--- config.mk ---
export PLATFORM = sky130hd
export DESIGN_NAME = game_scene_sequencer
export DESIGN_NICKNAME = d
export VERILOG_FILES = /design/src/rtl/gfx_pkg.sv /design/src/rtl/gp_cmd_issuer.sv /design/src/rtl/game_scene_sequencer.sv
export SDC_FILE = /design/constraint.sdc
export NUM_CORES = 1
export LEC_CHECK = 0
export ABC_AREA = 1
export CELL_PAD_IN_SITES_DETAIL_PLACEMENT = 0
export CELL_PAD_IN_SITES_GLOBAL_PLACEMENT = 2
export CORE_MARGIN = 8
export CORE_UTILIZATION = 25
export CTS_CLUSTER_SIZE = 25
export DETAILED_ROUTE_END_ITERATION = 7
export PLACE_DENSITY_LB_ADDON = 0.25
export SLEW_MARGIN = 20
export SYNTH_ARGS = -nofsm -noshare
export SYNTH_HDL_FRONTEND = slang
export SYNTH_HIERARCHICAL = 1
export SYNTH_SLANG_ARGS = --single-unit
--- constraint.sdc ---
create_clock -name clk -period 3.2 [get_ports clk]
set_input_delay 0.96 -clock clk [delete_from_list [all_inputs] [get_ports clk]]
set_output_delay 0.96 -clock clk [all_outputs]
set_load 0.05 [all_outputs]
--- src/rtl/gfx_pkg.sv ---
// Shared graphics command definitions: opcodes, colours, FSM encoding, command payload.
package gfx_pkg;

    localparam int unsigned X_W   = 10;
    localparam int unsigned Y_W   = 9;
    localparam int unsigned ARG_W = 12;
    localparam int unsigned CMD_W = 1 + X_W + Y_W + X_W + Y_W + ARG_W;

    localparam logic OP_FILL = 1'b0;
    localparam logic OP_BLIT = 1'b1;

    localparam logic [ARG_W-1:0] COLOR_WHITE = 12'hFFF;
    localparam logic [ARG_W-1:0] COLOR_BLUE  = 12'h00F;
    localparam logic [ARG_W-1:0] COLOR_RED   = 12'hF00;

    typedef enum logic [2:0] {
        ST_SPLASH       = 3'd0,
        ST_ERASE_SPLASH = 3'd1,
        ST_PAINT_PANEL  = 3'd2,
        ST_IDLE         = 3'd3,
        ST_ERASE_FIELD  = 3'd4,
        ST_DRAW_BAR     = 3'd5,
        ST_DRAW_LANES   = 3'd6,
        ST_WAIT_LOW     = 3'd7
    } state_t;

    typedef struct packed {
        logic             opcode;
        logic [X_W-1:0]   tl_x;
        logic [Y_W-1:0]   tl_y;
        logic [X_W-1:0]   br_x;
        logic [Y_W-1:0]   br_y;
        logic [ARG_W-1:0] arg;
    } gp_cmd_t;

    // Build a command from full-width coordinates, truncating to port widths.
    function automatic gp_cmd_t make_cmd(input logic op, input int unsigned tl_x,
                                         input int unsigned tl_y, input int unsigned br_x,
                                         input int unsigned br_y, input logic [ARG_W-1:0] arg);
        gp_cmd_t c;
        c.opcode = op;
        c.tl_x   = X_W'(tl_x);
        c.tl_y   = Y_W'(tl_y);
        c.br_x   = X_W'(br_x);
        c.br_y   = Y_W'(br_y);
        c.arg    = arg;
        return c;
    endfunction

endpackage

--- src/rtl/gp_cmd_issuer.sv ---
// Drives one graphics command: holds fields with gp_en high until finish, then pulses done.
module gp_cmd_issuer
    import gfx_pkg::*;
(
    input  logic             clk,
    input  logic             rst_n,
    input  logic             i_start,
    input  logic [CMD_W-1:0] i_cmd,
    input  logic             i_gp_finish,
    output logic             o_gp_en,
    output logic [CMD_W-1:0] o_cmd,
    output logic             o_done
);

    logic             r_en;
    logic             r_done;
    logic [CMD_W-1:0] r_cmd;
    logic             w_load;
    logic             w_finish_hit;

    // A new command only launches once the previous finish has dropped (also after reset).
    assign w_load       = i_start && !r_en && !r_done && !i_gp_finish;
    assign w_finish_hit = r_en && i_gp_finish;

    // Command register and handshake state.
    always_ff @(posedge clk) begin
        if (!rst_n) begin
            r_en   <= 1'b0;
            r_done <= 1'b0;
            r_cmd  <= '0;
        end else begin
            r_done <= w_finish_hit;
            if (w_load) begin
                r_en  <= 1'b1;
                r_cmd <= i_cmd;
            end else if (w_finish_hit) begin
                r_en <= 1'b0;
            end
        end
    end

    assign o_gp_en = r_en;
    assign o_cmd   = r_cmd;
    assign o_done  = r_done;

endmodule

--- src/rtl/game_scene_sequencer.sv ---
// Scene sequencer: boot splash/panel, then per-frame erase, note bar and lane markers.
module game_scene_sequencer
    import gfx_pkg::*;
#(
    parameter int unsigned H_RES      = 640,
    parameter int unsigned V_RES      = 480,
    parameter int unsigned PANEL_X    = 350,
    parameter int unsigned LANES      = 4,
    parameter int unsigned LEN_SHIFT  = 2,
    parameter int unsigned HIT_H      = 16,
    parameter logic [11:0] BG_COLOR   = COLOR_WHITE,
    parameter logic [11:0] BAR_COLOR  = COLOR_BLUE,
    parameter logic [11:0] LANE_COLOR = COLOR_RED
) (
    input  logic             clk,
    input  logic             rst_n,
    input  logic             keypress,
    input  logic             repaint,
    input  logic [15:0]      cur_note_length,
    input  logic [LANES-1:0] lane_mask,
    input  logic             gp_finish,
    output logic             gp_en,
    output logic             gp_opcode,
    output logic [9:0]       gp_tl_x,
    output logic [8:0]       gp_tl_y,
    output logic [9:0]       gp_br_x,
    output logic [8:0]       gp_br_y,
    output logic [11:0]      gp_arg,
    output logic             busy,
    output logic             frame_done,
    output logic             overrun
);

    localparam int unsigned LANE_W = (H_RES - 1 - PANEL_X) / LANES;

    state_t           r_state;
    state_t           w_state_next;
    state_t           r_ret;
    state_t           w_ret_next;
    logic [LANES-1:0] r_mask;
    logic [15:0]      r_len;
    logic [2:0]       r_lane;
    logic             r_busy;
    logic             r_frame_done;
    logic             r_overrun;
    logic             r_repaint_d;

    logic             w_start;
    gp_cmd_t          w_cmd;
    logic [CMD_W-1:0] w_cmd_bits;
    gp_cmd_t          w_cmd_q;
    logic             w_done;
    logic [7:0]       w_mask8;
    logic             w_lane_on;
    logic             w_lane_last;
    int unsigned      w_shift;
    int unsigned      w_bar_h;
    int unsigned      w_lane_x;

    assign w_mask8     = 8'(r_mask);
    assign w_lane_on   = w_mask8[r_lane];
    assign w_lane_last = (r_lane == 3'(LANES - 1));
    assign w_shift     = 32'(r_len) >> LEN_SHIFT;
    assign w_bar_h     = (w_shift > V_RES - 1) ? V_RES - 1 : w_shift;
    assign w_lane_x    = PANEL_X + 1 + 32'(r_lane) * LANE_W;

    // State and return-state registers.
    always_ff @(posedge clk) begin
        if (!rst_n) begin
            r_state <= ST_SPLASH;
            r_ret   <= ST_SPLASH;
        end else begin
            r_state <= w_state_next;
            r_ret   <= w_ret_next;
        end
    end

    // Next-state logic; every finished command detours through WAIT_LOW.
    always_comb begin
        w_state_next = r_state;
        w_ret_next   = r_ret;
        case (r_state)
            ST_SPLASH:       if (keypress) w_state_next = ST_ERASE_SPLASH;
            ST_ERASE_SPLASH: if (w_done) begin
                w_state_next = ST_WAIT_LOW;
                w_ret_next   = ST_PAINT_PANEL;
            end
            ST_PAINT_PANEL:  if (w_done) begin
                w_state_next = ST_WAIT_LOW;
                w_ret_next   = ST_IDLE;
            end
            ST_IDLE:         if (repaint) w_state_next = ST_ERASE_FIELD;
            ST_ERASE_FIELD:  if (w_done) begin
                w_state_next = ST_WAIT_LOW;
                w_ret_next   = ST_DRAW_BAR;
            end
            ST_DRAW_BAR: begin
                if (w_bar_h == 0) begin
                    w_state_next = ST_DRAW_LANES;
                end else if (w_done) begin
                    w_state_next = ST_WAIT_LOW;
                    w_ret_next   = ST_DRAW_LANES;
                end
            end
            ST_DRAW_LANES: begin
                if (!w_lane_on) begin
                    w_state_next = w_lane_last ? ST_IDLE : ST_DRAW_LANES;
                end else if (w_done) begin
                    w_state_next = ST_WAIT_LOW;
                    w_ret_next   = w_lane_last ? ST_IDLE : ST_DRAW_LANES;
                end
            end
            ST_WAIT_LOW:     if (!gp_finish) w_state_next = r_ret;
            default:         w_state_next = ST_SPLASH;
        endcase
    end

    // Command selection for the issuer.
    always_comb begin
        w_start = 1'b0;
        w_cmd   = '0;
        case (r_state)
            ST_ERASE_SPLASH: begin
                w_start = 1'b1;
                w_cmd   = make_cmd(OP_FILL, 0, 0, H_RES - 1, V_RES - 1, BG_COLOR);
            end
            ST_PAINT_PANEL: begin
                w_start = 1'b1;
                w_cmd   = make_cmd(OP_BLIT, 0, 0, PANEL_X, V_RES - 1, 12'h000);
            end
            ST_ERASE_FIELD: begin
                w_start = 1'b1;
                w_cmd   = make_cmd(OP_FILL, PANEL_X + 1, 0, H_RES - 1, V_RES - 1, BG_COLOR);
            end
            ST_DRAW_BAR: begin
                w_start = (w_bar_h != 0);
                w_cmd   = make_cmd(OP_FILL, 8, V_RES - 1 - w_bar_h, PANEL_X - 8, V_RES - 1,
                                   BAR_COLOR);
            end
            ST_DRAW_LANES: begin
                w_start = w_lane_on;
                w_cmd   = make_cmd(OP_FILL, w_lane_x, V_RES - HIT_H, w_lane_x + LANE_W - 1,
                                   V_RES - 1, LANE_COLOR);
            end
            default: ;
        endcase
    end

    // Frame latches, lane walk and status pulses.
    always_ff @(posedge clk) begin
        if (!rst_n) begin
            r_mask       <= '0;
            r_len        <= '0;
            r_lane       <= '0;
            r_busy       <= 1'b0;
            r_frame_done <= 1'b0;
            r_overrun    <= 1'b0;
            r_repaint_d  <= 1'b0;
        end else begin
            r_repaint_d  <= repaint;
            r_frame_done <= 1'b0;
            r_overrun    <= repaint && !r_repaint_d && r_busy;
            if (r_state == ST_IDLE && repaint) begin
                r_mask <= lane_mask;
                r_len  <= cur_note_length;
                r_busy <= 1'b1;
                r_lane <= '0;
            end
            if (r_busy && w_state_next == ST_IDLE) begin
                r_busy       <= 1'b0;
                r_frame_done <= 1'b1;
            end
            if (r_state == ST_DRAW_LANES && (!w_lane_on || w_done) && !w_lane_last) begin
                r_lane <= r_lane + 3'd1;
            end
        end
    end

    gp_cmd_issuer u_issuer (
        .clk         (clk),
        .rst_n       (rst_n),
        .i_start     (w_start),
        .i_cmd       (w_cmd),
        .i_gp_finish (gp_finish),
        .o_gp_en     (gp_en),
        .o_cmd       (w_cmd_bits),
        .o_done      (w_done)
    );

    assign w_cmd_q    = w_cmd_bits;
    assign gp_opcode  = w_cmd_q.opcode;
    assign gp_tl_x    = w_cmd_q.tl_x;
    assign gp_tl_y    = w_cmd_q.tl_y;
    assign gp_br_x    = w_cmd_q.br_x;
    assign gp_br_y    = w_cmd_q.br_y;
    assign gp_arg     = w_cmd_q.arg;
    assign busy       = r_busy;
    assign frame_done = r_frame_done;
    assign overrun    = r_overrun;

endmodule

* Yosys cells after proc, flatten, opt, wreduce, memory -nomap -nowiden *
Index checks and enable logic that the tools add are counted.
W data, S select, Z words.

word-level totals
  flip-flop bits (word level) = 86
  input port bits = 25
  word-level logic and storage cells = 89

operators by class
  $add $sub $neg = 5
  $mul = 1
  order comparisons = 2
  equal/unequal tests = 16
  mux-type cells = 26
  bitwise logic cells = 1
  reductions and logical operators = 26

operators with widths
  operator                 number
  $pmux W51 S5             1
  $mux W3                  16
  $logic_not A32 Y1        1
  $reduce_bool A32 Y1      1
  $pmux W3 S6              1
  $pmux W3 S5              1
  $gt A14 B9 Y1 const B    1
  $mux W14                 1
  $eq A3 B2 Y1 const B     4
  $eq A3 B3 Y1 const B     4
  $add A10 B7 Y10 const B  1
  $add A9 B10 Y10 const A  1
  $logic_and A1 B1 Y1      10
  $ne A2 B1 Y1 const B     5
  $sub A10 B1 Y10 const B  1
  $sub A9 B9 Y9 const A    1
  $reduce_and A8 Y1        1
  $mul A3 B4 Y7 const B    1
  $logic_not A1 Y1         6
  $reduce_bool A5 Y1       1
  $lt A3 B4 Y1 const B     1
  $mux W1                  4
  $ne A2 B2 Y1 const B     2
  $reduce_bool A2 Y1       2
  other kinds (9)          9

* Logic depth before layout (Yosys ltp) *
  depth in word-level cells = 8
  gate-level depth with buffers = 16

* Modules after synthesis *
The synthesis kept the hierarchy.

by module, submodules not included
  module                instances  cells an instance  area an instance (µm²)  seq. area each (µm²)
  gp_cmd_issuer         1          344                2452.4                  1061.0
  game_scene_sequencer  1          295                1936.9                  620.6

* Worst setup path before layout *
No wires, ideal clock.

  kind = in2reg
  start point = input repaint
  end point = register r_len[10]
  data arrival time = 1683 ps
  data required time = 3072 ps
  setup slack = 1388 ps
  stages on the path = 6
  buffers on the path = 1
  path through = inv_1 -> nor3_2 -> inv_2 -> clkbuf_1 -> o21ai_0 -> a21oi_1

between the ends
  longest elaborated chain between the ends = 1

ends and longest elaborated chain
  element               RTL line                     RTL
  start, declared       game_scene_sequencer.sv:18   input logic repaint,
  $logic_and A1 B1 Y1   game_scene_sequencer.sv:163  if (r_state == ST_IDLE && repaint) begin
  end signal, assigned  game_scene_sequencer.sv:165  r_len <= cur_note_length;
  end, declared         game_scene_sequencer.sv:41   logic [15:0] r_len;

Every way passes these cells.
A chain may end at the register's enable or synchronous reset.

* Final worst setup path *
  start point = register u_issuer.r_en (netlist: u_issuer/o_gp_en)
  end point = output gp_en

RTL lines
  element                 RTL line                    RTL
  start, declared         gp_cmd_issuer.sv:15         logic r_en;
  start signal, assigned  gp_cmd_issuer.sv:28         r_en <= 1'b0;
  start signal, assigned  gp_cmd_issuer.sv:34         r_en <= 1'b1;
  start signal, assigned  gp_cmd_issuer.sv:37         r_en <= 1'b0;
  end, declared           game_scene_sequencer.sv:22  output logic gp_en,

No word-level cell between the ends.

==> flow_metrics.py <==
metrics = {
    "cells_and_area": {
        "drive_gt1_share_pct": 10.10,
        "filler_cell_count": 1833,
        "fin_nets": 729,
        "syn_to_final_growth_pct": 27.96,
        "ff_latch_area_sq_um": 1682,
        "n_antenna_cell": 0,
        "multi_input_area_sq_um": 2106,
    },
    "clock_network": {
        "cts.root.buffer_cell": "sky130_fd_sc_hd__clkbuf_16",
        "htree_num_levels": 3,
        "clock_buffers_created_by_tritoncts": 9,
        "tritoncts_num_sinks": 84,
        "cts_buffer_depth": 2,
        "post_cts_buffers": 0,
        "post_cts_resized": 0,
        "clk_pin_slew_ps": 60,
        "cts.hold.buffers_added": 0,
        "tritoncts": "done",
        "insertion_delay_ps": 340,
    },
    "critical_path": {
        "cpLargestDelayFamily": "buffers and inverters",
        "critPathSlowestCell": "sky130_fd_sc_hd__clkdlybuf4s50_1",
        "worst-path-max-fanout": 4,
        "critical_path_buf_inv_count": 1,
        "timing.critical_path.to_type": "output pin",
        "arrival_ps": 1610,
        "worstPathRequired_ps": 2240,
        "nature_of_the_critical_path_startpoint": "flop",
        "setup.worst_path.class": "flop to output pin",
        "delay_of_the_slowest_cell_on_the_worst_path_ps": 860,
        "path_cells": "clkdlybuf4s50_1",
    },
    "drt": {
        "post_drt_via_cell_ratio": 4.274,
        "iteration_0_drc_markers": 181,
        "routed_length_per_instance_um": 12.69,
        "post-route-drc-count": 0,
        "route.antenna.remaining_nets": 0,
        "wirelength_mm": 11.77,
        "dr_total_vias": 3966,
        "drt-pass1-iter-count": 4,
    },
    "logic_synthesis": {
        "share_of_the_synthesized_area_in_the_top_cell_type_pct": 38.31,
        "synth-edff-count": 0,
        "yosysWarningCount": 6,
        "ys_seq_area_share_pct": 38.31,
        "flip_flop_and_latch_count_after_synthesis": 84,
        "synthFlopType": "sky130_fd_sc_hd__dfxtp_1",
        "async_flop_share_pct": 0,
        "synth_top_area_cell": "sky130_fd_sc_hd__dfxtp_1",
        "netlist_top_cells_area": "sky130_fd_sc_hd__dfxtp_1 (38%), sky130_fd_sc_hd__nor2_1 (9.3%), sky130_fd_sc_hd__nand2_1 (8.6%)",
        "synthCells": 639,
        "yosysUniqueCellTypes": 36,
        "synth.net_count": 669,
        "area_of_the_mapped_netlist_sq_um": 4389,
        "syn-mean-instance-area_sq_um": 6.869,
    },
    "place": {
        "place.gp.congestion": 0.8001,
        "hpwlAfterDp_mm": 8.401,
        "place_worst_setup_slack_ps": 543.0,
        "place.port_buffers": 77,
    },
    "sta": {
        "finalHoldViolCount": 0,
        "final_max_slew_viol_count": 0,
        "skew_ps": 7.198,
        "worst_pin_slew_ps": 536.5,
        "timing.max_slew.rel_slack_pct": 64.19,
        "final_min_period_over_clock_period_pct": 80.23,
        "worst_slack_ps": 632.8,
        "final.setup.tns_ps": 0,
        "finalCriticalPeriod_ps": 2567,
        "setup_repair_after_global_routing_missed_its_margin": "no",
        "fmax_ghz": 0.3895,
        "setup-violations-final": 0,
    },
    "flow_run": {
        "max_cap_viol_count": 0,
    },
    "die": {
        "die-width_um": 148.5,
        "core.rowCount": 48,
        "die_h_um": 148.5,
        "start_util_pct": 25.46,
        "num_io_pins": 80,
        "core_sq_um": 17240,
        "design.die.area_sq_um": 22050,
    },
    "hold_path": {
        "hold_class": "flop to flop",
    },
    "global_routing": {
        "grt_antenna_before_repair": 0,
        "grt_usage_pct": 11.13,
        "first_pass_grt_wire_length_mm": 19.89,
        "grt_start_max_net_pins": 103,
        "globalRoute.totalOverflow": 0,
        "first_global_vias": 3867,
    },
    "status": {
        "run_status": "finished clean",
    },
    "pwr": {
        "vdd_ir_drop_max_uv": 237.8,
        "static-leakage-power_nw": 2.345,
        "powerDensity_nw_per_um2": 509.3,
    },
}
-- path summary, 6_finish.rpt --
kind / slack [ps] / depth (start not counted) / from / to
hold / removal: 390 / 1 / r_repaint_d / overrun
setup reg to reg: 730 / 12 / r_state[2] / u_issuer/o_cmd[40]
setup / recovery: 630 / 1 / u_issuer/o_gp_en / gp_en
hold reg to reg: 390 / 1 / r_repaint_d / overrun
-- cell families (layout without fill, tap and decap cells) --
| group | count (synthesis) | count (layout) | share of synthesized area, % |
|---|---|---|---|
| flops | 84 | 84 | 38.31 |
| other cells | 1 | 1 | 0.08544 |
| fa+ha+maj | 5 | 5 | 1.425 |
| xor+xnor | 4 | 4 | 0.7983 |
| buf+inv | 126 | 190 | 13.83 |
| compound gates | 111 | 111 | 13.31 |
| simple gates | 308 | 308 | 32.24 |
-- per-layer routing --
| layer | track usage, % | wire, um | up-vias |
|---|---|---|---|
| met5 | 0 | 0 | - |
| met4 | 3.978 | 168 | 0 |
| met3 | 3.039 | 615 | 10 |
| met2 | 17.30 | 5121 | 62 |
| met1 | 14.44 | 5868 | 1767 |
| li1 | - | - | 2127 |
-- cell usage in the layout, fill, tap and decap left out, drive strengths merged, types with 2 or more instances in the layout --
cell type      Yosys  final
xor2               3      3
inv               89     90
o21ai             36     36
clkdlybuf4s50      0     76
nor2             118    118
ha                 5      5
a21oi             70     70
dfxtp             84     84
nand3             66     66
buf               30     10
or2                2      2
and2               3      3
nor3               3      3
nand4              6      6
bufinv             0      2
clkbuf             7     12
nand2            110    110
-- power breakdown --
part	internal, W	switching [W]
Clock	0.000725	0.000421
Sequential	0.00110	0.0000344
Combinational	0.000200	0.000382
-- cells in the mapped netlist (6+ instances only) --
master and instances:
sky130_fd_sc_hd__nand2_1 101, sky130_fd_sc_hd__clkbuf_1 7, sky130_fd_sc_hd__buf_4 8, sky130_fd_sc_hd__inv_1 80
sky130_fd_sc_hd__nand3_2 11, sky130_fd_sc_hd__nand3_1 55, sky130_fd_sc_hd__buf_6 12, sky130_fd_sc_hd__nor2_1 109
sky130_fd_sc_hd__dfxtp_1 84, sky130_fd_sc_hd__o21ai_0 30, sky130_fd_sc_hd__nand4_1 6, sky130_fd_sc_hd__nand2_2 8
sky130_fd_sc_hd__inv_2 7, sky130_fd_sc_hd__buf_2 7, sky130_fd_sc_hd__a21oi_1 69, sky130_fd_sc_hd__nor2_4 6
-- state kept, by name (all words and copies together) (netlist names) --
| name | cells |
|---|---|
| busy | 1 |
| frame_done | 1 |
| overrun | 1 |
| r_lane | 3 |
| r_len | 14 |
| r_mask | 4 |
| r_repaint_d | 1 |
| r_ret | 3 |
| r_state | 3 |
| u_issuer/o_cmd | 51 |
| u_issuer/o_done | 1 |
| u_issuer/o_gp_en | 1 |
-- layout make-up --
class                           instances  share of cell area [%]
Tap cell                              225                   5.012
Multi-Input combinational cell        429                   37.49
Inverter                               89                   6.037
Clock buffer                           12                   4.567
Sequential cell                        84                   29.94
Timing Repair Buffer                   86                   15.73
Clock inverter                          3                   1.225
-- through the flow --
| stage | cell area, sq um | power, W | hold WS (ps) | instances | util, % |
|---|---|---|---|---|---|
| 2_1_floorplan | 4389 | 0.001574 | 366.5 | 639 | - |
| 3_3_place_gp | 5291 | 0.001742 | 375.6 | 913 | 30.70 |
| 3_5_place_dp | 5291 | 0.001748 | 372.3 | 913 | 30.70 |
| 4_1_cts | 5617 | 0.002913 | 393.2 | 928 | 32.59 |
| 5_1_grt | 5617 | 0.003010 | 408.7 | 928 | 32.59 |
| 6_report | 5617 | 0.002860 | 393.5 | 928 | 32.59 |
Power figures use the tool's default switching activity.
